**config.mk**
```make
export PLATFORM = sky130hd
export DESIGN_NAME = operand_forward_pipe
export DESIGN_NICKNAME = d
export VERILOG_FILES = /design/src/rtl/operand_forward_pipe.sv
export SDC_FILE = /design/constraint.sdc
export NUM_CORES = 1
export LEC_CHECK = 0
export ABC_CLOCK_PERIOD_IN_PS = 3200
export BUFFER_PORTS_ARGS = -buffer_cell sky130_fd_sc_hd__buf_2
export CELL_PAD_IN_SITES_DETAIL_PLACEMENT = 1
export CELL_PAD_IN_SITES_GLOBAL_PLACEMENT = 1
export CORE_MARGIN = 3
export CORE_UTILIZATION = 30
export CTS_CLUSTER_DIAMETER = 150
export DETAILED_ROUTE_END_ITERATION = 8
export PLACE_DENSITY = 0.75
export REMOVE_ABC_BUFFERS = 1
export SLEW_MARGIN = 0
export SYNTH_ARGS = -nofsm -noshare
export SYNTH_HDL_FRONTEND = slang
export SYNTH_SLANG_ARGS = --single-unit
```
**constraint.sdc**
```tcl
create_clock -name clk -period 3.2 [get_ports clk]
set_clock_uncertainty 0.1 [all_clocks]
set_input_delay 0.48 -clock clk [delete_from_list [all_inputs] [get_ports clk]]
set_output_delay 0.48 -clock clk [all_outputs]
set_load 0.005 [all_outputs]
```
**src/rtl/operand_forward_pipe.sv**
```systemverilog
`timescale 1ns/1ps
// operand_forward_pipe
//   ID->EX pipeline register and operand forwarding network for the
//   4-register core. Captures decoded operands, replaces stale register
//   file data with in-flight EX/MEM/WB results, raises the one-cycle
//   load-use stall, applies the branch flush and drives the RF write port.
//
// Ports
//   clk, rst            clock, synchronous active-high reset
//   id_*                decoded instruction currently in ID
//   rf_a/b_data         register-file read data for id_ra/id_rb
//   br_clr              flush: ID instruction must not enter EX
//   ex_result           ALU result of the EX instruction (comb. from ex_a/ex_b)
//   mem_load_data       memory read data for the MEM instruction
//   ex_valid/ex_a/ex_b  registered EX operands, a_sel/b_sel their source
//                       (00 RF, 10 EX, 01 MEM, 11 WB)
//   stall               combinational load-use hold for PC/ID
//   wb_en/wb_rd/wb_data register-file write port

// Per-operand forward selector. A source that is not used never matches,
// so it takes RF data and can never cause a stall.
module ofp_fwd_mux #(
  parameter int DATA_W = 8
) (
  input  logic [1:0]        src,
  input  logic              used,
  input  logic [DATA_W-1:0] rf_data,
  input  logic              ex_live,
  input  logic [1:0]        ex_rd,
  input  logic [DATA_W-1:0] ex_val,
  input  logic              mem_live,
  input  logic [1:0]        mem_rd,
  input  logic [DATA_W-1:0] mem_val,
  input  logic              wb_live,
  input  logic [1:0]        wb_rd,
  input  logic [DATA_W-1:0] wb_val,
  output logic [1:0]        sel,
  output logic [DATA_W-1:0] data,
  output logic              ex_hit
);
  logic ex_m, mem_m, wb_m;

  assign ex_m   = used & ex_live  & (ex_rd  == src);
  assign mem_m  = used & mem_live & (mem_rd == src);
  assign wb_m   = used & wb_live  & (wb_rd  == src);
  assign ex_hit = ex_m;

  // Youngest producer wins.
  always_comb begin
    sel  = 2'b00;
    data = rf_data;
    if (ex_m) begin
      sel  = 2'b10;
      data = ex_val;
    end else if (mem_m) begin
      sel  = 2'b01;
      data = mem_val;
    end else if (wb_m) begin
      sel  = 2'b11;
      data = wb_val;
    end
  end
endmodule

module operand_forward_pipe #(
  parameter int DATA_W = 8
) (
  input  logic              clk,
  input  logic              rst,
  input  logic              id_valid,
  input  logic [1:0]        id_ra,
  input  logic [1:0]        id_rb,
  input  logic              id_ra_used,
  input  logic              id_rb_used,
  input  logic              id_wr,
  input  logic [1:0]        id_rd,
  input  logic              id_is_load,
  input  logic [DATA_W-1:0] rf_a_data,
  input  logic [DATA_W-1:0] rf_b_data,
  input  logic              br_clr,
  input  logic [DATA_W-1:0] ex_result,
  input  logic [DATA_W-1:0] mem_load_data,
  output logic              ex_valid,
  output logic [DATA_W-1:0] ex_a,
  output logic [DATA_W-1:0] ex_b,
  output logic              stall,
  output logic [1:0]        a_sel,
  output logic [1:0]        b_sel,
  output logic              wb_en,
  output logic [1:0]        wb_rd,
  output logic [DATA_W-1:0] wb_data
);
  localparam int NOPND = 2;

  // EX stage state (valid/operands are ports)
  logic [1:0]        ex_rd;
  logic              ex_wr, ex_ld;
  // MEM stage state
  logic              mem_valid, mem_wr, mem_ld;
  logic [1:0]        mem_rd;
  logic [DATA_W-1:0] mem_alu, mem_val;

  // Operand lanes: index 0 = A, 1 = B
  logic [NOPND-1:0][1:0]        src;
  logic [NOPND-1:0]             used;
  logic [NOPND-1:0][DATA_W-1:0] rf_data;
  logic [NOPND-1:0][1:0]        fwd_sel;
  logic [NOPND-1:0][DATA_W-1:0] fwd_data;
  logic [NOPND-1:0]             ex_hit;
  logic                         bubble;

  assign src     = {id_rb, id_ra};
  assign used    = {id_rb_used, id_ra_used};
  assign rf_data = {rf_b_data, rf_a_data};

  assign mem_val = mem_ld ? mem_load_data : mem_alu;

  generate
    for (genvar i = 0; i < NOPND; i++) begin : g_opnd
      ofp_fwd_mux #(.DATA_W(DATA_W)) u_mux (
        .src      (src[i]),
        .used     (used[i]),
        .rf_data  (rf_data[i]),
        .ex_live  (ex_valid & ex_wr),
        .ex_rd    (ex_rd),
        .ex_val   (ex_result),
        .mem_live (mem_valid & mem_wr),
        .mem_rd   (mem_rd),
        .mem_val  (mem_val),
        .wb_live  (wb_en),
        .wb_rd    (wb_rd),
        .wb_val   (wb_data),
        .sel      (fwd_sel[i]),
        .data     (fwd_data[i]),
        .ex_hit   (ex_hit[i])
      );
    end
  endgenerate

  // A load in EX has no data yet; a used source hitting it must wait one
  // cycle so the value can be taken from MEM. Flush suppresses the stall.
  assign stall  = id_valid & ~br_clr & ex_valid & ex_ld & (|ex_hit);
  assign bubble = br_clr | stall;

  always_ff @(posedge clk) begin
    if (rst) begin
      ex_valid  <= 1'b0;
      ex_wr     <= 1'b0;
      ex_ld     <= 1'b0;
      ex_rd     <= '0;
      ex_a      <= '0;
      ex_b      <= '0;
      a_sel     <= '0;
      b_sel     <= '0;
      mem_valid <= 1'b0;
      mem_wr    <= 1'b0;
      mem_ld    <= 1'b0;
      mem_rd    <= '0;
      mem_alu   <= '0;
      wb_en     <= 1'b0;
      wb_rd     <= '0;
      wb_data   <= '0;
    end else begin
      if (bubble) begin
        ex_valid <= 1'b0;
        ex_wr    <= 1'b0;
        ex_ld    <= 1'b0;
        ex_rd    <= '0;
        ex_a     <= '0;
        ex_b     <= '0;
        a_sel    <= '0;
        b_sel    <= '0;
      end else begin
        ex_valid <= id_valid;
        ex_wr    <= id_wr;
        ex_ld    <= id_is_load;
        ex_rd    <= id_rd;
        ex_a     <= fwd_data[0];
        ex_b     <= fwd_data[1];
        a_sel    <= fwd_sel[0];
        b_sel    <= fwd_sel[1];
      end
      // MEM and WB always advance, including during a stall.
      mem_valid <= ex_valid;
      mem_wr    <= ex_wr;
      mem_ld    <= ex_ld;
      mem_rd    <= ex_rd;
      mem_alu   <= ex_result;
      wb_en     <= mem_valid & mem_wr;
      wb_rd     <= mem_rd;
      wb_data   <= mem_val;
    end
  end
endmodule

```
==> results.toml, run 1 <==
[critical_path]
r2r-start = "ex_valid"
critical_path_arrival_ns = 1.88
ff2ff_path_depth = 6
worst-path-max-fanout = 9
critPathMaxStageDelay_ns = 0.47
end_kind = "primary output"
crit_path_start_kind = "flip-flop"
r2r_slack_ns = 0.95
criticalPathCategory = "reg2out"
cp.required_ns = 2.62
critPathSlowestCell = "a2111oi_2"
path_cells = "and2_1 > nand4_2 > a2111oi_2 > buf_2"
timing.rr.end = "a_sel[0]"

[synth]
synthTopCellsByCount = "dfxtp_1, nor2_1, nor2b_1, nand2_1, a211oi_1"
synth-warning-count = 0
avgSynthCellArea_um2 = 9.87
ys.flop_type = "dfxtp_1"
syn_inst = 201
synth_xor_area_frac = 0.0530
yosysUniqueCellTypes = 27
synthMuxAreaShare = 0.0454
yosysTopAreaCell = "dfxtp_1"
netlist.area_leader.share = 0.495
synth-adder-area-share = 0
synth_edf_count = 0
ys_async_sr_fraction = 0
netlist_area_mm2 = 0.00198
yosys-top-cells-area = "dfxtp_1, nor2b_1, a221oi_1"
yosysMostFrequentCell = "dfxtp_1"
synth_top_family_by_area = "simple AND/OR/NAND/NOR gates"
synth-compound-area-share = 0.148
synth-simple-area-share = 0.222
ys_seq_area_frac = 0.495
synth-seq-cells = 49

[finish]
drive_gt1_frac = 0.372
diodes = 0
finalNetCount = 327
syn2layout_area_growth_pct = 28.3
fill_cells = 762

[sta]
slew_violations = 0
finalCritPeriodShare = 0.770
finalCriticalPeriod_ns = 2.46
relSlewSlack = 0.620
max_freq_ghz = 0.406
setup_tns_ns = 0
hold_viol_final = 0
finalSetupViolations = 0
rsz0062_at_grt = "no"
worst-slew-pin-transition_ns = 0.567

[route]
dr.first_iter.drc_count = 97
firstDrtPassIters = 5
vias = 1800
drc = 0
viasPerCell = 5.04
routedWlPerCell_um = 16.9
antenna_left = 0
routed_wl_um = 6020

[power_and_ir_drop]
total_power_mw = 1.14
peakVddDrop_v = 0.000195
power.density_mw_per_mm2 = 449
power_leakage_nw = 1.19

[place]
place.gp.congestion = 0.797
place.port_buffers = 78
hpwl_um = 4480

[floorplanning]
die_w_um = 87.3
dieHeight_um = 87.3
coreArea_mm2 = 0.00617
initial_utilization = 0.322
num_rows = 28
io_pins = 79
dieArea_mm2 = 0.00762

[clock_tree]
cts_buffer_depth = 2
cts_sinks = 49
cts_repair_resize_count = 0
cts_buffers = 5
clock_latency_ns = 0.31
cts-htree-levels = 2
cts.hold.buffers_added = 0
cts-root-buf = "clkbuf_8"
cts_tree = "built"
postCtsSetupBuffers = 0
path_clk_slew_ns = 0.10

[grt]
grt_pass1_wl_um = 9490
antenna_found_initial = 0
grt_usage = 0.164
gr-total-overflow = 0
grt_max_degree = 26
first_global_vias = 1925

[flow_run]
maxCapViolations = 0

[outcome]
status = "complete, no violations"

[min_path]
hold_end = "ex_wr"
holdPathStages = 3
hold_path.class = "in2reg"
min_from = "id_wr"
## worst max-delay path by stage
stage / startpoint / endpoint / slack, ns / cells after the start
after floorplan: id_ra[1] / a_sel[0] / 1.01 / 5
after global placement: id_rb[0] / a_sel[0] / 0.74 / 7
after detailed placement: id_ra[1] / a_sel[0] / 0.66 / 7
after CTS: ex_valid / stall / 0.71 / 4
after global routing: ex_valid / stall / 0.55 / 4
final: ex_valid / stall / 0.74 / 4
## worst max-delay path, delay by kind of cell, from the launching register on
family / cells / cell delay, ns
simple gates: 2 / 0.54
flops: 1 / 0.38
buf+inv: 1 / 0.19
compound gates: 1 / 0.47
## where the power goes
group / internal [mW] / leakage (nW) / switching (mW) / total, mW
logic: 0.0544 / 0.743 / 0.0552 / 0.110
clock network: 0.160 / 0.0452 / 0.228 / 0.387
registers: 0.632 / 0.402 / 0.0121 / 0.645
## kinds of logic (layout without fill, tap and decap cells)
group                     after synthesis  in the layout
buffers and inverters                  15             96
AOI/OAI and AO/OA                      35             35
muxes                                   8              8
and+or+nand+nor                        82             82
DFF                                    49             49
xor gates and xnor gates               12             12
## cell usage in the layout (no fill, tap or decap), drive strengths merged, types with 3 or more instances in the layout
master,n
buf,83
inv,7
mux2,8
nor2b,23
xnor2,4
xor2,8
clkbuf,5
dfxtp,49
nor3,3
nor2,28
a221oi,16
nand2,18
a211oi,16
## registers in the layout, indices dropped and copies added, names as in the netlist
| signal | cells |
|---|---|
| wb_data | 8 |
| mem_rd | 2 |
| wb_rd | 2 |
| ex_ld | 1 |
| ex_a | 8 |
| ex_wr | 1 |
| b_sel | 2 |
| ex_valid | 1 |
| mem_wr | 1 |
| mem_alu | 8 |
| ex_rd | 2 |
| ex_b | 8 |
| mem_valid | 1 |
| wb_en | 1 |
| a_sel | 2 |
| mem_ld | 1 |
## cell type report
| cell class | count | area [um^2] | area share |
|---|---|---|---|
| Clock buffer | 5 | 68.8 | 0.0270 |
| Multi-Input combinational cell | 137 | 930 | 0.365 |
| Tap cell | 75 | 93.8 | 0.0369 |
| Inverter | 5 | 18.8 | 0.00737 |
| Clock inverter | 3 | 25.0 | 0.00983 |
| Sequential cell | 49 | 981 | 0.385 |
| Timing Repair Buffer | 83 | 428 | 0.168 |
## layer usage
layer  GRT usage  wire (um)
met1       0.200       2600
met4      0.0558        133
met3      0.0369        419
met2       0.283       2870
met5           0          0
## metrics by stage
stage	hold WS (ns)	worst slack, ns	utilization	instances	cell area [um^2]
2_1_floorplan	0.329	1.01	-	191	1930
3_3_place_gp	0.340	0.736	0.398	349	2450
3_5_place_dp	0.363	0.661	0.398	349	2450
4_1_cts	0.269	0.710	0.413	357	2540
5_1_grt	0.275	0.552	0.413	357	2540
6_report	0.274	0.737	0.413	357	2540
(Power assumes the default switching activity.)
==> run 2: changes to the inputs <==
Settings changed: ABC_AREA set to 1, ABC_CLOCK_PERIOD_IN_PS 3200 to 2100, PLACE_DENSITY 0.75 to 0.79.
Clock period 3.2 ns to 2.1 ns, I/O delays scaled along.
==> run 2 against run 1 <==
Effect of this change:
- die area increased by 23%
- sequential share of layout area fell by 6.1 points
- via count grew 45%
- first-iteration DRC count rose by 18%
- hold slack worse by 0.15 ns
- setup slack worse by 0.55 ns
- routed wire length is 40% higher
- register-to-register slack worse by 0.64 ns
- total power rose by 52%
- cell area is 19% higher
- sequential power up 53%
- critical path type unchanged
- largest power group unchanged
==> results.toml, run 2 <==
[sta]
hold_viol_final = 0
relSlewSlack = 0.631
whs_ns = 0.123
finalCriticalPeriod_ns = 1.91
rsz0062_at_grt = "no"
finalSetupViolations = 0
finalCritPeriodShare = 0.909
slew_violations = 0
max_freq_ghz = 0.524
worst-slew-pin-transition_ns = 0.552
setup_tns_ns = 0

[min_path]
hold_end = "ex_wr"
hold_path.class = "in2reg"
min_from = "id_wr"
holdPathStages = 3

[synth]
synth_edf_count = 0
yosys-top-cells-area = "dfxtp_1, nand3_1, nand2_1"
ys_async_sr_fraction = 0
yosysUniqueCellTypes = 21
syn_inst = 366
ys_seq_area_frac = 0.397
synth-seq-cells = 49
netlist.area_leader.share = 0.397
yosysTopAreaCell = "dfxtp_1"
synth-warning-count = 0
ys.flop_type = "dfxtp_1"
yosysMostFrequentCell = "nand2_1"
synthTopCellsByCount = "nand2_1, nor2_1, nand3_1, dfxtp_1, inv_1"
avgSynthCellArea_um2 = 6.74
netlist_area_mm2 = 0.00247

[critical_path]
timing.rr.end = "ex_b[1]"
crit_path_start_kind = "flip-flop"
ff2ff_path_depth = 9
worst-path-max-fanout = 18
end_kind = "primary output"
cp.buffers_inverters = 2
path_cells = "nand3_1 > a21oi_1 > nand2_2 > nand2_2 > nand2_4 > inv_2 > buf_2"
critPathMaxStageDelay_ns = 0.42
cpMostUsedCell = "nand2_2"
critPathSlowestCell = "dfxtp_1"
crit_family = "simple AND/OR/NAND/NOR gates"
r2r-start = "wb_rd[0]"
r2r_slack_ns = 0.31
critical_path_arrival_ns = 1.49
cp.required_ns = 1.68
criticalPathCategory = "reg2out"
crit_start = "ex_valid"

[grt]
use_met3 = 0.0332
grt_pass1_wl_um = 13500
grt_use_met1 = 0.222
antenna_found_initial = 0
gr-total-overflow = 0
use_met2 = 0.316
grt_usage = 0.178
first_global_vias = 2755
grt_max_degree = 25
grt.busiest_layer = "met2"

[finish]
diodes = 0
fin_util = 0.385
syn2layout_area_growth_pct = 22.5
drive_gt1_frac = 0.257
fill_cells = 1062
finalNetCount = 491
layout.cells.most_common = "nand2_1"
layout.cells.most_common_list = "nand2_1, buf_2, nor2_1"

[clock_tree]
cts_repair_resize_count = 0
path_clk_slew_ns = 0.09
cts-htree-levels = 2
cts.hold.buffers_added = 0
postCtsSetupBuffers = 0
clock_latency_ns = 0.29
cts_buffer_depth = 2
cts_tree = "built"
cts-root-buf = "clkbuf_8"
cts_sinks = 49
cts_buffers = 5

[power_and_ir_drop]
power.density_mw_per_mm2 = 572
peakVddDrop_v = 0.000260
clkPwrFrac = 0.299
power_leakage_nw = 1.63
p_sw_mw = 0.449
switching_share = 0.259
power_frac_seq = 0.570
combPwrFrac = 0.132
intPower_mw = 1.28

[floorplanning]
dieHeight_um = 96.7
coreArea_mm2 = 0.00785
num_rows = 32
initial_utilization = 0.315
io_pins = 79
dieArea_mm2 = 0.00935
die_w_um = 96.7

[flow_run]
maxCapViolations = 0

[route]
routed_wl_um = 8410
firstDrtPassIters = 4
vias = 2612
antenna_left = 0
routedWlPerCell_um = 15.4
dr.first_iter.drc_count = 114
drc = 0
viasPerCell = 4.78

[place]
hpwl_um = 6120
place.port_buffers = 78
place.gp.congestion = 0.829

[outcome]
status = "complete, no violations"
[run 2: cell types whose count changed after synthesis, sizes merged, moves of 16 or more]
cell and change:
a211oi -16, a221oi -16, inv +44, nand2 +70, nand3 +74, nor2 +43
nor2b -23
[run 2: worst max-delay path by stage]
stage	end	cells past startpoint	slack, ns
2_1_floorplan	stall	6	0.61
6_report	stall	7	0.19
4_1_cts	stall	7	0.17
3_5_place_dp	ex_b[1]	9	0.21
5_1_grt	stall	7	0.07
3_3_place_gp	ex_b[5]	9	0.26
[run 2: per-stage QoR]
stage | power (mW) | instance area [um^2] | instances | worst slack, ns
6_report | 1.73 | 3020 | 546 | 0.191
2_1_floorplan | 1.11 | 2380 | 353 | 0.609
3_3_place_gp | 1.23 | 2950 | 540 | 0.263
3_5_place_dp | 1.24 | 2950 | 540 | 0.215
4_1_cts | 1.75 | 3020 | 546 | 0.169
5_1_grt | 1.81 | 3020 | 546 | 0.0658
[run 2: routing by layer]
| layer | share of wire | up-vias |
|---|---|---|
| met5 | 0 | - |
| met4 | 0.0095 | 0 |
| met3 | 0.062 | 6 |
| met2 | 0.50 | 78 |
| met1 | 0.43 | 1241 |
| li1 | - | 1287 |
[run 2: worst register-to-register path: cells and delay by family, from the launching register on]
| family | cells | cell delay [ns] |
|---|---|---|
| and+or+nand+nor | 7 | 1.01 |
| DFF | 1 | 0.44 |
| buffers and inverters | 2 | 0.15 |
[run 2: layout make-up]
class / count / area (um^2) / share of cell area
clock buffers: 5 / 68.8 / 0.0228
clock inverters: 1 / 5.00 / 0.00165
inverters: 50 / 188 / 0.0621
multi-input cells: 254 / 1210 / 0.400
flip-flops and latches: 49 / 981 / 0.324
well taps: 102 / 128 / 0.0422
repair buffers: 85 / 443 / 0.146
[run 2: cell families after synthesis]
logic type                Yosys count  share of synthesized area
and+or+nand+nor                   236                      0.432
buffers and inverters              63                      0.112
DFF                                49                      0.397
AOI/OAI and AO/OA                  14                     0.0365
xor gates and xnor gates            4                     0.0218
[run 2: power by group through the flow]
stage / registers, mW / clock network, mW / logic (mW)
2_1_floorplan: 1.01 / 0 / 0.107
3_3_place_gp: 1.01 / 0 / 0.222
3_5_place_dp: 1.01 / 0 / 0.228
4_1_cts: 0.986 / 0.533 / 0.230
5_1_grt: 0.991 / 0.561 / 0.257
6_report: 0.986 / 0.517 / 0.228
